## src/rtl/mul_div_unit.sv

```systemverilog
// mul_div_unit: multi-cycle shift-add multiplier / restoring divider.
// One iteration per clock, WIDTH iterations per operation. Busy stalls the
// pipeline while the unit works, and Done pulses for one cycle with the results.
module mul_div_unit #(
    parameter int WIDTH = 32
) (
    input  logic             CLK,
    input  logic             Reset,
    input  logic             Start,
    input  logic [1:0]       MCycleOp,
    input  logic [WIDTH-1:0] Operand1,
    input  logic [WIDTH-1:0] Operand2,
    output logic [WIDTH-1:0] Result1,
    output logic [WIDTH-1:0] Result2,
    output logic             Busy,
    output logic             Done
);

    localparam int CW = $clog2(WIDTH);
    localparam logic [CW-1:0] LAST_CNT = CW'(WIDTH - 1);

    typedef enum logic [1:0] {
        S_IDLE    = 2'd0,
        S_COMPUTE = 2'd1,
        S_DONE    = 2'd2
    } state_t;

    // Two's-complement negation of an operand-width value.
    function automatic logic [WIDTH-1:0] neg_w(input logic [WIDTH-1:0] x);
        return ~x + {{(WIDTH-1){1'b0}}, 1'b1};
    endfunction

    // Two's-complement negation of a double-width product.
    function automatic logic [2*WIDTH-1:0] neg_2w(input logic [2*WIDTH-1:0] x);
        return ~x + {{(2*WIDTH-1){1'b0}}, 1'b1};
    endfunction

    state_t             state_r;
    state_t             state_nx_s;
    logic [CW-1:0]      count_r;
    logic [1:0]         op_r;
    // mcand_r holds the multiplicand (multiply) or divisor (divide) magnitude.
    logic [WIDTH-1:0]   mcand_r;
    // hi_r: product upper half / partial remainder.
    // lo_r: multiplier shifting out / dividend shifting out, quotient shifting in.
    logic [WIDTH-1:0]   hi_r;
    logic [WIDTH-1:0]   lo_r;
    logic [WIDTH-1:0]   op1_raw_r;
    logic               sign_pq_r;
    logic               sign_rem_r;
    logic [WIDTH-1:0]   result1_r;
    logic [WIDTH-1:0]   result2_r;

    logic [WIDTH-1:0]   mag1_s;
    logic [WIDTH-1:0]   mag2_s;
    logic [WIDTH:0]     mul_sum_s;
    logic [WIDTH:0]     div_sh_s;
    logic               div_borrow_s;
    logic [WIDTH-1:0]   div_diff_s;
    logic [WIDTH-1:0]   hi_nx_s;
    logic [WIDTH-1:0]   lo_nx_s;
    logic [2*WIDTH-1:0] prod_neg_s;
    logic               div0_s;
    logic               last_s;
    logic [WIDTH-1:0]   fix1_s;
    logic [WIDTH-1:0]   fix2_s;

    assign Result1 = result1_r;
    assign Result2 = result2_r;
    assign last_s  = (count_r == LAST_CNT);
    assign div0_s  = (mcand_r == {WIDTH{1'b0}});

    // FSM state register.
    always_ff @(posedge CLK) begin
        if (Reset) begin
            state_r <= S_IDLE;
        end else begin
            state_r <= state_nx_s;
        end
    end

    // FSM next-state logic; Start only matters in IDLE.
    always_comb begin
        state_nx_s = state_r;
        case (state_r)
            S_IDLE:    state_nx_s = Start ? S_COMPUTE : S_IDLE;
            S_COMPUTE: state_nx_s = last_s ? S_DONE : S_COMPUTE;
            S_DONE:    state_nx_s = S_IDLE;
            default:   state_nx_s = S_IDLE;
        endcase
    end

    // FSM outputs; Busy includes IDLE&Start so the stall hits the Start cycle.
    always_comb begin
        Busy = 1'b0;
        Done = 1'b0;
        case (state_r)
            S_IDLE:    Busy = Start;
            S_COMPUTE: Busy = 1'b1;
            S_DONE:    Done = 1'b1;
            default: begin
                Busy = 1'b0;
                Done = 1'b0;
            end
        endcase
    end

    // Operand magnitudes at load time; only signed ops take the absolute value.
    always_comb begin
        if (MCycleOp[0] && Operand1[WIDTH-1]) begin
            mag1_s = neg_w(Operand1);
        end else begin
            mag1_s = Operand1;
        end
        if (MCycleOp[0] && Operand2[WIDTH-1]) begin
            mag2_s = neg_w(Operand2);
        end else begin
            mag2_s = Operand2;
        end
    end

    // One multiply or divide iteration on the current accumulator contents.
    always_comb begin
        mul_sum_s    = {1'b0, hi_r};
        div_sh_s     = {hi_r, lo_r[WIDTH-1]};
        // Borrow of the 33-bit trial subtraction shifted_remainder - divisor.
        div_borrow_s = (div_sh_s < {1'b0, mcand_r});
        // When there is no borrow the difference is below the divisor, so it fits.
        div_diff_s   = div_sh_s[WIDTH-1:0] - mcand_r;
        hi_nx_s      = hi_r;
        lo_nx_s      = lo_r;
        if (op_r[1]) begin
            if (div_borrow_s) begin
                hi_nx_s = div_sh_s[WIDTH-1:0];
                lo_nx_s = {lo_r[WIDTH-2:0], 1'b0};
            end else begin
                hi_nx_s = div_diff_s;
                lo_nx_s = {lo_r[WIDTH-2:0], 1'b1};
            end
        end else begin
            if (lo_r[0]) begin
                mul_sum_s = {1'b0, hi_r} + {1'b0, mcand_r};
            end else begin
                mul_sum_s = {1'b0, hi_r};
            end
            hi_nx_s = mul_sum_s[WIDTH:1];
            lo_nx_s = {mul_sum_s[0], lo_r[WIDTH-1:1]};
        end
    end

    // Sign correction of the final iteration's values; divide-by-zero overrides.
    always_comb begin
        prod_neg_s = neg_2w({hi_nx_s, lo_nx_s});
        fix1_s     = lo_nx_s;
        fix2_s     = hi_nx_s;
        case (op_r)
            2'b00: begin
                fix1_s = lo_nx_s;
                fix2_s = hi_nx_s;
            end
            2'b01: begin
                if (sign_pq_r) begin
                    fix1_s = prod_neg_s[WIDTH-1:0];
                    fix2_s = prod_neg_s[2*WIDTH-1:WIDTH];
                end else begin
                    fix1_s = lo_nx_s;
                    fix2_s = hi_nx_s;
                end
            end
            2'b10: begin
                if (div0_s) begin
                    fix1_s = {WIDTH{1'b1}};
                    fix2_s = op1_raw_r;
                end else begin
                    fix1_s = lo_nx_s;
                    fix2_s = hi_nx_s;
                end
            end
            2'b11: begin
                if (div0_s) begin
                    fix1_s = {WIDTH{1'b1}};
                    fix2_s = op1_raw_r;
                end else begin
                    fix1_s = sign_pq_r  ? neg_w(lo_nx_s) : lo_nx_s;
                    fix2_s = sign_rem_r ? neg_w(hi_nx_s) : hi_nx_s;
                end
            end
            default: begin
                fix1_s = lo_nx_s;
                fix2_s = hi_nx_s;
            end
        endcase
    end

    // Operand latch on accepted Start, then per-cycle iteration in COMPUTE.
    always_ff @(posedge CLK) begin
        if (Reset) begin
            count_r    <= {CW{1'b0}};
            op_r       <= 2'b00;
            mcand_r    <= {WIDTH{1'b0}};
            hi_r       <= {WIDTH{1'b0}};
            lo_r       <= {WIDTH{1'b0}};
            op1_raw_r  <= {WIDTH{1'b0}};
            sign_pq_r  <= 1'b0;
            sign_rem_r <= 1'b0;
        end else begin
            case (state_r)
                S_IDLE: begin
                    if (Start) begin
                        op_r       <= MCycleOp;
                        count_r    <= {CW{1'b0}};
                        hi_r       <= {WIDTH{1'b0}};
                        op1_raw_r  <= Operand1;
                        sign_pq_r  <= Operand1[WIDTH-1] ^ Operand2[WIDTH-1];
                        sign_rem_r <= Operand1[WIDTH-1];
                        if (MCycleOp[1]) begin
                            mcand_r <= mag2_s;
                            lo_r    <= mag1_s;
                        end else begin
                            mcand_r <= mag1_s;
                            lo_r    <= mag2_s;
                        end
                    end
                end
                S_COMPUTE: begin
                    hi_r    <= hi_nx_s;
                    lo_r    <= lo_nx_s;
                    count_r <= count_r + 1'b1;
                end
                default: begin
                    count_r <= count_r;
                end
            endcase
        end
    end

    // Result registers change only on the COMPUTE->DONE edge, never mid-operation.
    always_ff @(posedge CLK) begin
        if (Reset) begin
            result1_r <= {WIDTH{1'b0}};
            result2_r <= {WIDTH{1'b0}};
        end else if (state_r == S_COMPUTE && last_s) begin
            result1_r <= fix1_s;
            result2_r <= fix2_s;
        end
    end

endmodule

```

## config.mk

```make
export PLATFORM = sky130hd
export DESIGN_NAME = mul_div_unit
export DESIGN_NICKNAME = d
export VERILOG_FILES = /design/src/rtl/mul_div_unit.sv
export SDC_FILE = /design/constraint.sdc
export NUM_CORES = 1
export LEC_CHECK = 0
export BUFFER_PORTS_ARGS = -buffer_cell sky130_fd_sc_hd__buf_4
export CORE_MARGIN = 1
export CORE_UTILIZATION = 53
export DETAILED_ROUTE_END_ITERATION = 12
export PLACE_DENSITY = 0.77
export SYNTH_ARGS = -nofsm -noshare
export SYNTH_HDL_FRONTEND = slang
export SYNTH_SLANG_ARGS = --single-unit
```

## constraint.sdc

```tcl
create_clock -name CLK -period 4.75 [get_ports CLK]
set_input_delay 0.95 -clock CLK [delete_from_list [all_inputs] [get_ports CLK]]
set_output_delay 0.95 -clock CLK [all_outputs]
set_load 0.01 [all_outputs]
```

==> results.yml <==
outcome:
  status: "complete, but fails checks"
  failed_checks: "DRC"
clock_network:
  h-tree-depth: 1
  clock_sinks: 202
  clock_latency_ns: 0.57
  numCtsBuffers: 25
  hold_buffers: 0
  cts_max_path_buffers: 3
  path_clk_slew_ns: 0.06
  cts_root_buf: "clkbuf_16"
  tritoncts: "done"
floorplanning:
  die_area_um2: 37400
  die_w_um: 193
  io_pins: 135
  rows: 69
  die_h_um: 193
  core_area_um2: 35800
  start_util_pct: 54.2
global_routing:
  grt.overflow.total: 0
  grt_max_degree: 78
  grt_pass1_vias: 22000
  antenna_found_initial: 6
  grt_usage_pct: 47.2
  grt_pass1_wl_um: 136000
timing:
  drv_slew: 0
  min_period_over_period_pct: 97.6
  period_needed_ns: 4.64
  skew_ns: 0.0186
  setup_tns_ns: 0
  setup_slack_ns: 0.113
  relSlewSlack_pct: 13.5
  setup_viol: 0
  worst_pin_slew_ns: 1.30
  hold_violations: 0
  fmax_ghz: 0.216
routing:
  drt-total-wl_um: 91400
  post_drt_wl_per_cell_um: 27.5
  drt_iter0_markers: 3365
  avgViaCountPerCell: 7.08
  drc: 6
  vias: 23600
  ant_nets: 0
  drt_pass1_iterations: 12
yosys:
  synth_area_leaders: "dfxtp_1 21%, a21oi_1 6.5%, nand2_1 6.2%"
  seq_area_frac_synth_pct: 20.8
  synth.largest_area_cell: "dfxtp_1"
  syn_area_um2: 19400
  postSynth.asyncResetShare_pct: 0
  synth_edf_count: 0
  ys.flop_type: "dfxtp_1"
  syn_inst: 2711
  ys_ff_latch: 202
  synth_top_cell_area_share_pct: 20.8
  synth_warnings: 0
  syn_avg_cell_area_um2: 7.17
  synth_fp_nets: 2852
  ys_types: 110
final_layout:
  multi_input_area_um2: 14600
  nets: 2988
  instances_no_fill: 3328
  fillers: 3202
  areaGrowthSynthToFinish_pct: 17.7
  regArea_um2: 4060
  final_util_pct: 63.8
  drive_gt1_share_pct: 17.9
critical_path:
  worstPathMaxFanout: 6
  r2r_setup_slack_ns: 0.11
  critical_path_class: "reg -> reg"
  crit_cells: 16
  path_buf_inv: 3
  r2r_end: "Result2[28]"
  critPathTopFamily: "simple AND/OR/NAND/NOR gates"
  start_kind: "register"
  cp-end-kind: "register"
  critical_path.endpoint: "Result2[28]"
  startpoint: "hi_r[0]"
  cp_slowest_cell: "or4b_4"
  reg2regPathDepth: 16
  crit_chain: "ha_1 -> fa_1 -> a21o_1 -> a221oi_4 -> buf_4 -> or4_4 -> a21oi_1 -> or3_1 -> a31oi_2 -> mux2i_1 -> buf_4 -> or3_1 -> buf_4 -> or4b_4 -> o41ai_1 -> o211ai_1"
  r2r_start: "hi_r[0]"
  crit_arrival_ns: 5.08
  crit_top_cell: "buf_4"
  max_stage_delay_ns: 0.48
  cp.required_ns: 5.19
placement:
  post-place-cells: 3271
  gp_congestion: 1.11
  dpl.hpwl_um: 69900
  place_ws_ns: -0.0265
  portBuffers: 134
worst_hold_path:
  hold_class: "reg -> reg"
  min-delay-start: "Result1[20]"
pwr:
  power.density_nw_per_um2: 298
  p_total_uw: 6820
  p_leak_uw: 0.00905
  irDropWorstVdd_v: 0.000315
run:
  cap_violations: 0
==> layout by cell type (no fill, tap or decap), types with 56 or more instances in the layout <==
cell type,count
dfxtp_1,193
ha_1,56
xnor2_1,105
nor2_1,255
nand2_1,322
buf_4,326
a21oi_1,246
nand3_1,61
nor3_1,75
o21ai_0,153
xor2_1,62
inv_1,60
o211ai_1,66
mux2i_1,57
==> power by group <==
part           switching, µW  total (µW)  internal [µW]
logic                   1780        2760            977
registers                150        1920           1770
clock network            837        2140           1300
==> cell usage after synthesis (all sizes together) (44+ instances only) <==
library cell  number
dfxtp            202
ha                70
a21oi            258
nor2             261
o21ai            160
nand2            324
o211ai            68
a211oi            50
nand3             64
xnor2            105
a31oi             46
clkbuf           177
buf               44
inv               60
xor2              62
nor3              76
mux2i             57
==> cell families after synthesis <==
logic type	share of synthesized area [%]
simple gates	24.4
compound gates	32.9
fa+ha+maj	4.71
mux	3.92
xor+xnor	7.53
flops	20.8
buf+inv	5.75
==> sequential cells by signal, indices dropped and copies added (netlist names), 2 cells and up <==
register / flops
Result1: 32
Result2: 32
hi_r: 32
lo_r: 32
mcand_r: 32
op1_raw_r: 32
count_r: 5
op_r: 2
state_r: 2
==> timing repair <==
item / in CTS / in global routing
resized for setup: 0 / 63
setup buffers: 0 / 10
setup endpoints to repair: 0 / 21
==> worst register-to-register path, cell delays in order (launching register included) <==
cell and delay, ns:
dfxtp_1 0.37, ha_1 0.26, fa_1 0.41, a21o_1 0.21, a221oi_4 0.40, buf_4 0.19, or4_4 0.15, a21oi_1 0.08
or3_1 0.37, a31oi_2 0.29, mux2i_1 0.14, buf_4 0.19, or3_1 0.44, buf_4 0.18, or4b_4 0.48, o41ai_1 0.25
o211ai_1 0.11
==> cell type report <==
class	instances	area share, %
Antenna cell	4	0.0438
Clock buffer	32	3.03
Clock inverter	11	0.886
Inverter	62	1.02
Multi-Input combinational cell	2226	63.8
Sequential cell	202	17.7
Tap cell	461	2.52
Timing Repair Buffer	330	11.0
==> routing by layer <==
layer / track usage (%) / vias to the layer above / wire length [µm]
met1: 58.1 / 10900 / 33400
li1: - / 10300 / -
met3: 11.4 / 485 / 11500
met4: 37.8 / 4 / 8900
met5: 0 / - / 38
met2: 70.4 / 1793 / 37600
==> how the worst min path moves through the flow <==
stage | end | slack [ns] | cells after the start
floorplan | op1_raw_r[15] | 0.43 | 2
global placement | Result1[29] | 0.44 | 2
detailed placement | Result1[31] | 0.45 | 2
CTS | Result1[20] | 0.46 | 2
global route | Result1[4] | 0.47 | 2
finish | Result1[20] | 0.45 | 2
==> per-stage QoR <==
stage	hold WS, ns	instance area, µm²
floorplan	0.433	19400
global placement	0.443	21600
detailed placement	0.446	21600
CTS	0.456	22500
global route	0.473	22900
finish	0.453	22900
(Power assumes the default switching activity.)
